`config.mk`:
```
export PLATFORM = sky130hd
export DESIGN_NAME = seq_mul_hs
export DESIGN_NICKNAME = d
export VERILOG_FILES = /design/src/rtl/seq_mul_hs.sv
export SDC_FILE = /design/constraint.sdc
export NUM_CORES = 1
export LEC_CHECK = 0
export ABC_AREA = 1
export CAP_MARGIN = 20
export CORE_MARGIN = 2
export CORE_UTILIZATION = 40
export DETAILED_ROUTE_END_ITERATION = 7
export SLEW_MARGIN = 20
export SYNTH_ARGS = -nofsm -noshare
export SYNTH_HDL_FRONTEND = slang
export SYNTH_SLANG_ARGS = --single-unit
```
`constraint.sdc`:
```
create_clock -name clk -period 2.8 [get_ports clk]
set_clock_uncertainty 0.1 [all_clocks]
set_input_delay 0.28 -clock clk [delete_from_list [all_inputs] [get_ports clk]]
set_output_delay 0.28 -clock clk [all_outputs]
set_load 0.05 [all_outputs]
```
`src/rtl/seq_mul_hs.sv`:
```
// seq_mul_hs: sequential shift-add multiplier with valid/ready handshakes.
//
// Consumes one multiplier bit per clock and returns the full 2*WIDTH-bit
// product. Each operation selects signed (two's complement) or unsigned mode.
// Signed operands are reduced to magnitudes on capture. The product is negated
// on the last BUSY edge when the operand signs differ.
//
// Ports:
//   clk         sole clock, rising edge
//   rst_n       asynchronous active-low reset
//   in_valid    producer presents in_a/in_b/in_signed
//   in_ready    block can accept an operation (high only in IDLE)
//   in_a        multiplicand, WIDTH bits
//   in_b        multiplier, WIDTH bits
//   in_signed   1: two's complement operands/product, 0: unsigned
//   out_valid   out_product holds a completed result (DONE)
//   out_ready   consumer accepts the result
//   out_product 2*WIDTH-bit product, held until consumed
//
// Handshake: a transfer happens on a rising edge where valid && ready are both
// high. A producer may change or drop its payload while ready is low. out_valid
// and out_product stay stable from the moment out_valid rises until the
// transfer.
//
// The FSM state is available as the internal signal state_q (type state_t).

module seq_mul_hs #(
  parameter int WIDTH = 8
) (
  input  logic               clk,
  input  logic               rst_n,
  input  logic               in_valid,
  output logic               in_ready,
  input  logic [WIDTH-1:0]   in_a,
  input  logic [WIDTH-1:0]   in_b,
  input  logic               in_signed,
  output logic               out_valid,
  input  logic               out_ready,
  output logic [2*WIDTH-1:0] out_product
);

  localparam int PW = 2 * WIDTH;
  localparam int CW = $clog2(WIDTH);
  localparam logic [CW-1:0] LAST_BIT = CW'(WIDTH - 1);

  typedef enum logic [1:0] {
    ST_IDLE = 2'd0,
    ST_BUSY = 2'd1,
    ST_DONE = 2'd2
  } state_t;

  state_t          state_q, state_d;
  logic [PW-1:0]   mcand_q, mcand_d;
  logic [WIDTH-1:0] mplier_q, mplier_d;
  logic [PW-1:0]   acc_q, acc_d;
  logic [CW-1:0]   cnt_q, cnt_d;
  logic            neg_q, neg_d;
  logic [PW-1:0]   prod_q, prod_d;

  logic [WIDTH-1:0] a_mag, b_mag;
  logic [PW-1:0]    acc_sum;

  always_comb begin
    state_d  = state_q;
    mcand_d  = mcand_q;
    mplier_d = mplier_q;
    acc_d    = acc_q;
    cnt_d    = cnt_q;
    neg_d    = neg_q;
    prod_d   = prod_q;

    // Negating -2^(WIDTH-1) gives 2^(WIDTH-1) again. Read as an unsigned
    // value, that is the exact magnitude, so no extra bit is needed.
    a_mag = (in_signed && in_a[WIDTH-1]) ? -in_a : in_a;
    b_mag = (in_signed && in_b[WIDTH-1]) ? -in_b : in_b;

    acc_sum = acc_q + (mplier_q[0] ? mcand_q : '0);

    unique case (state_q)
      ST_IDLE: begin
        if (in_valid) begin
          mcand_d  = {{WIDTH{1'b0}}, a_mag};
          mplier_d = b_mag;
          acc_d    = '0;
          cnt_d    = '0;
          neg_d    = in_signed & (in_a[WIDTH-1] ^ in_b[WIDTH-1]);
          state_d  = ST_BUSY;
        end
      end
      ST_BUSY: begin
        acc_d    = acc_sum;
        mcand_d  = mcand_q << 1;
        mplier_d = mplier_q >> 1;
        cnt_d    = cnt_q + CW'(1);
        if (cnt_q == LAST_BIT) begin
          // The last add and the sign fix-up share this edge. This keeps the
          // latency at exactly WIDTH cycles.
          prod_d  = neg_q ? -acc_sum : acc_sum;
          state_d = ST_DONE;
        end
      end
      ST_DONE: begin
        if (out_ready) state_d = ST_IDLE;
      end
      default: state_d = ST_IDLE;
    endcase
  end

  always_ff @(posedge clk or negedge rst_n) begin
    if (!rst_n) begin
      state_q  <= ST_IDLE;
      mcand_q  <= '0;
      mplier_q <= '0;
      acc_q    <= '0;
      cnt_q    <= '0;
      neg_q    <= 1'b0;
      prod_q   <= '0;
    end else begin
      state_q  <= state_d;
      mcand_q  <= mcand_d;
      mplier_q <= mplier_d;
      acc_q    <= acc_d;
      cnt_q    <= cnt_d;
      neg_q    <= neg_d;
      prod_q   <= prod_d;
    end
  end

  assign in_ready    = (state_q == ST_IDLE);
  assign out_valid   = (state_q == ST_DONE);
  assign out_product = prod_q;

endmodule

```
**After elaboration in Yosys (flattened, before gate mapping)**

Index checks and enable logic that the tools add are counted.

- Word-level logic and storage cells: 44
- Output and inout port bits: 18
- Register bits: 62

- Reductions and logical operators: 8
- Muxes and demuxes: 16
- Add/sub/neg operators: 5
- Equal/unequal tests: 6
- Bitwise operators: 2

Operator list:

| kind | count |
|---|---|
| $mux W16 | 4 |
| $pmux W16 S2 | 2 |
| $mux W8 | 3 |
| $add A16 B16 Y16 | 1 |
| $neg A16 Y16 | 1 |
| $neg A8 Y8 | 2 |
| $pmux W8 S2 | 1 |
| $mux W2 | 3 |
| $pmux W2 S3 | 1 |
| $pmux W3 S2 | 1 |
| $reduce_and A2 Y1 | 3 |
| $ne A2 B2 Y1 const B | 2 |
| $add A3 B1 Y3 const B | 1 |
| $eq A3 B3 Y1 const B | 1 |
| $mux W3 | 1 |
| $reduce_and A3 Y1 | 1 |
| $eq A2 B1 Y1 const B | 1 |
| $eq A2 B2 Y1 const B | 1 |
| $logic_and A1 B1 Y1 | 2 |
| $logic_not A2 Y1 | 1 |
| $ne A2 B1 Y1 const B | 1 |
| $reduce_bool A2 Y1 | 1 |
| $and A1 B1 Y1 | 1 |
| $xor A1 B1 Y1 | 1 |

**Logic depth before layout (Yosys ltp)**

- Word-level depth: 4
- Depth in mapped cells: 21
- Depth with buffers taken out: 19

**Least setup slack after synthesis**

No wires, ideal clock.

- Path type: register to register
- Start point: reg mplier_q[0]
- End point: reg prod_q[14], in the netlist out_product[14]
- Data required time: 2.582 ns
- Arrival time: 2.673 ns
- Cell stages (with the launch flop): 22
- Setup slack: -0.091 ns
- Path buffers: 2
- Cells stage by stage: dfrtp_1 > clkbuf_1 > clkbuf_1 > nand2_1 > inv_1 > ha_1 > fa_1 > inv_1 > ha_1 > inv_1 > a21oi_1 > nand3_1 > nor2_1 > nand2_2 > nor2_4 > nand3_2 > nand2_4 > nand3_1 > nand2_1 > nand2_1 > nand2_1 > nand2_1

- Longest elaborated chain between the ends: 4

RTL lines:

| element | RTL line | RTL |
|---|---|---|
| start, declared | 54 | `logic [WIDTH-1:0] mplier_q, mplier_d;` |
| start signal, assigned | 121 | `mplier_q <= mplier_d;` |
| $mux W16 * | 77 | `acc_sum = acc_q + (mplier_q[0] ? mcand_q : '0);` |
| $add A16 B16 Y16 * | 77 |  |
| $neg A16 Y16 | 98 | `prod_d = neg_q ? -acc_sum : acc_sum;` |
| $mux W16 * | 98 |  |
| end signal, assigned | 125 | `prod_q <= prod_d;` |
| end, declared | 58 | `logic [PW-1:0] prod_q, prod_d;` |

Every way passes the cells marked *; elsewhere a longest branch is shown, timed or not.
A chain may end at the register's enable or synchronous reset.

**Worst setup path after layout**

- Start point: reg mplier_q[0]
- End point: reg prod_q[15], in the netlist out_product[15]

Same word-level chain as after synthesis.

==> summary.md <==
| Metric | Value |
|---|---|
| Status | `complete, no violations` |
| Synthesized area | `4086 µm²` |
| Fmax | `384.4 MHz` |
| Critical Path Source Type | `flop` |
| Clock transition at path regs | `70 ps` |
| Placed Instances | `734` |
| Mapped Cells | `567` |
| Worst VDD drop | `0.4625 mV` |
| Placed inst area | `4641 µm²` |
| DR WL/cell | `12.39 µm` |
| Async S/R FF share, synth | `100.0%` |
| GR Util met2 | `30.33%` |
| Initial antenna violation count | `0` |
| Final Max Tran Viols | `0` |
| Commonest non-fill, non-tap cells in the layout | `174 x nand2_1, 76 x inv_1, 62 x dfrtp_1` |
| Commonest non-fill, non-tap cell in the layout | `nand2_1` |
| Most used DFF post-synth | `dfrtp_1` |
| Clk_lat worst skew | `350 ps` |
| Synth area leaders | `dfrtp_1 38%, nand2_1 16%, inv_1 7.1%` |
| Initial DRC count | `127` |
| FP Rows | `36` |
| # IOs | `39` |
| Biggest area consumer among synthesized cells | `dfrtp_1` |
| Max Cap Viol | `0` |
| Pin count of the biggest net entering global routing | `34` |
| Adder-cell share of the synthesized area | `6.614%` |
| First-pass GRT wire length | `15720 µm` |
| Synth unique cells | `33` |
| Slew HR | `66.74%` |
| Tot Pwr | `6.112 mW` |
| Start point of the critical path | `mplier_q[0]$_DFFE_PN0P_` |
| CTS Buffer Depth | `2` |
| Area delta synth->final | `21.40%` |
| Seq cells post-synth | `62` |
| Reg2reg path depth | `18` |
| GR Util All Layers | `17.65%` |
| Multi-input logic area | `2200 µm²` |
| Die Y | `105.1 µm` |
| CORE AREA | `9864 µm²` |
| Tmin final | `2602 ps` |
| Synth Area in Compound Gates | `12.55%` |
| Gr busiest metal | `met2` |
| Vias in the first global route | `3532` |
| Layout Cell Area excl Fill | `4961 µm²` |
| LEAKAGE | `2.515 nW` |
| Pwr Density | `1232 nW/µm²` |
| Met1 Usage GRT | `21.55%` |
| Fin crit share | `92.91%` |
| Setup slack, reg-to-reg | `200 ps` |
| DP HPWL | `7221 µm` |
| Min-Delay Path Class | `primary input to asynchronous set/reset pin` |
| Via Count | `3683` |
| Non-filler cells, final | `753` |
| XOR/XNOR Fraction of Synth Area | `3.644%` |
| Critical path class | `flop to flop` |
| Synthesized area per cell | `7.207 µm²` |
| Total congestion overflow | `0` |
| Final Setup Violations | `0` |
| Share of cells above drive strength 1 | `11.77%` |
| Arrival @ worst endpoint | `2740 ps` |
| Max FO, Critical Path | `4` |
| Post-route ant nets | `0` |
| H-tree depth | `3` |
| CTS tree | `done` |
| Number of flops mapped to enable cells by yosys | `0` |
| Fraction of synthesized area in multiplexers | `0%` |
| Final Hold Vio Count | `0` |
| Largest family of logic cells by synthesized area | `simple AND/OR/NAND/NOR gates` |
| Routed wire length | `9327 µm` |
| GP Congestion | `0.8886` |
| Fin util | `50.29%` |
| Yosys warning count | `0` |
| Worst Setup End Kind | `flop` |
| Pre-antenna DRT Iters | `5` |
| # diodes | `0` |
| Clk sinks | `62` |
| Simple-Gate Fraction of Synth Area | `29.91%` |
| Req. time, crit path | `2940 ps` |
| RR Startpoint | `mplier_q[0]$_DFFE_PN0P_` |
| Seq/Total Area, Yosys | `37.97%` |
| Die width | `105.1 µm` |
| Setup TNS | `0 ps` |
| Starting density of the core | `41.43%` |
| FILL cells | `1018` |
| Root Driver | `clkbuf_8` |
| Worst-Margin Slew | `497.3 ps` |
| Synth Net Count | `609` |
| R2R Path End | `out_product[15]$_DFFE_PN0P_` |
| Fin nets | `657` |
| Met3 Use GR | `3.868%` |
| FF+latch area | `1551 µm²` |
| CTS Buf Count | `9` |
| DRC errors left | `0` |
| Buffers on Ports | `38` |
| Die ar. | `11040 µm²` |
| Synth top area share | `37.97%` |
| DR vias/cell | `4.891` |
[where the power goes]
group / switching [mW] / internal [mW] / total, mW
combinational: 2.29 / 1.25 / 3.55
sequential: 0.263 / 1.29 / 1.55
clock: 0.391 / 0.622 / 1.01
total: 2.95 / 3.16 / 6.11
[cells in the mapped netlist, types with 2 or more instances]
cell,n
nand3_2,4
xor2_1,9
nand3_1,28
inv_2,8
nand2_1,174
nor2_2,5
a22o_1,2
nor2_1,33
and2_1,2
o211ai_1,3
o22ai_1,9
buf_2,4
nor3_1,5
o21ai_1,5
a21oi_1,12
o31ai_1,2
inv_1,77
nor2_4,2
nand2_2,17
clkbuf_1,8
nand4_1,3
ha_1,20
dfrtp_1,62
xnor2_1,8
o21ai_0,43
a22oi_1,11
nand3b_1,5
[cell type report]
class | instances | area share, %
repair buffers | 50 | 9.433
clock buffers | 10 | 2.774
well taps | 133 | 3.354
flip-flops and latches | 62 | 31.27
multi-input cells | 406 | 44.34
inverters | 86 | 6.507
clock inverters | 6 | 2.320
[logic make-up (layout without fill, tap and decap cells)]
logic type                 Yosys count  count (layout)
AOI/OAI and AO/OA                   89              89
xor gates and xnor gates            17              17
adders and majority gates           21              21
DFF                                 62              62
and+or+nand+nor                    279             279
buffers and inverters               99             152
[routing by layer]
metal,wire length (µm),vias up
li1,-,1908
met1,4312,1691
met2,4527,72
met3,348,12
met4,138,0
met5,0,-
[what timing repair did]
| item | CTS | global route |
|---|---|---|
| setup endpoints to repair | 0 | 6 |
| setup buffers | 0 | 2 |
| gates resized for setup | 0 | 10 |
| hold buffers | 1 | 0 |
| hold endpoints to repair | 9 | 0 |
[stage by stage]
stage | hold slack [ps] | setup WS [ps]
after global routing | 209.3 | -22.63
final | 205.7 | 198.4
after floorplan | -115.6 | 50.13
after detailed placement | 48.04 | 143.6
after CTS | 206.9 | 140.5
after global placement | 42.94 | 202.3
[how the worst max path moves through the flow]
stage / to / cells past startpoint / slack [ps]
3_5_place_dp: out_product[14]$_DFFE_PN0P_ / 19 / 140
4_1_cts: out_product[14]$_DFFE_PN0P_ / 19 / 140
2_1_floorplan: out_product[14]$_DFFE_PN0P_ / 21 / 50
5_1_grt: out_product[14]$_DFFE_PN0P_ / 19 / -20
3_3_place_gp: out_product[14]$_DFFE_PN0P_ / 19 / 200
6_report: out_product[15]$_DFFE_PN0P_ / 18 / 200
[critical path, stage by stage, from the launching register on]
cell and delay, ps:
dfrtp_1 400, nand2_1 70, inv_1 60, ha_4 160, fa_1 460, nand2_1 150
nand3_1 100, nand3_2 90, nand3_1 80, nand2_2 140, nand2_2 80, nor2_2 140
nand2_1 60, nor2_1 80, nand2_1 80, nand2_1 60, nand2_1 60, nand3_1 60
nand2_1 60
[sequential cells by signal, indices dropped and copies added (netlist names)]
name	cells
out_product	16
cnt_q	3
acc_q	16
state_q	2
mplier_q	8
neg_q	1
mcand_q	16
No activity file was read; power rests on OpenSTA's default activity.
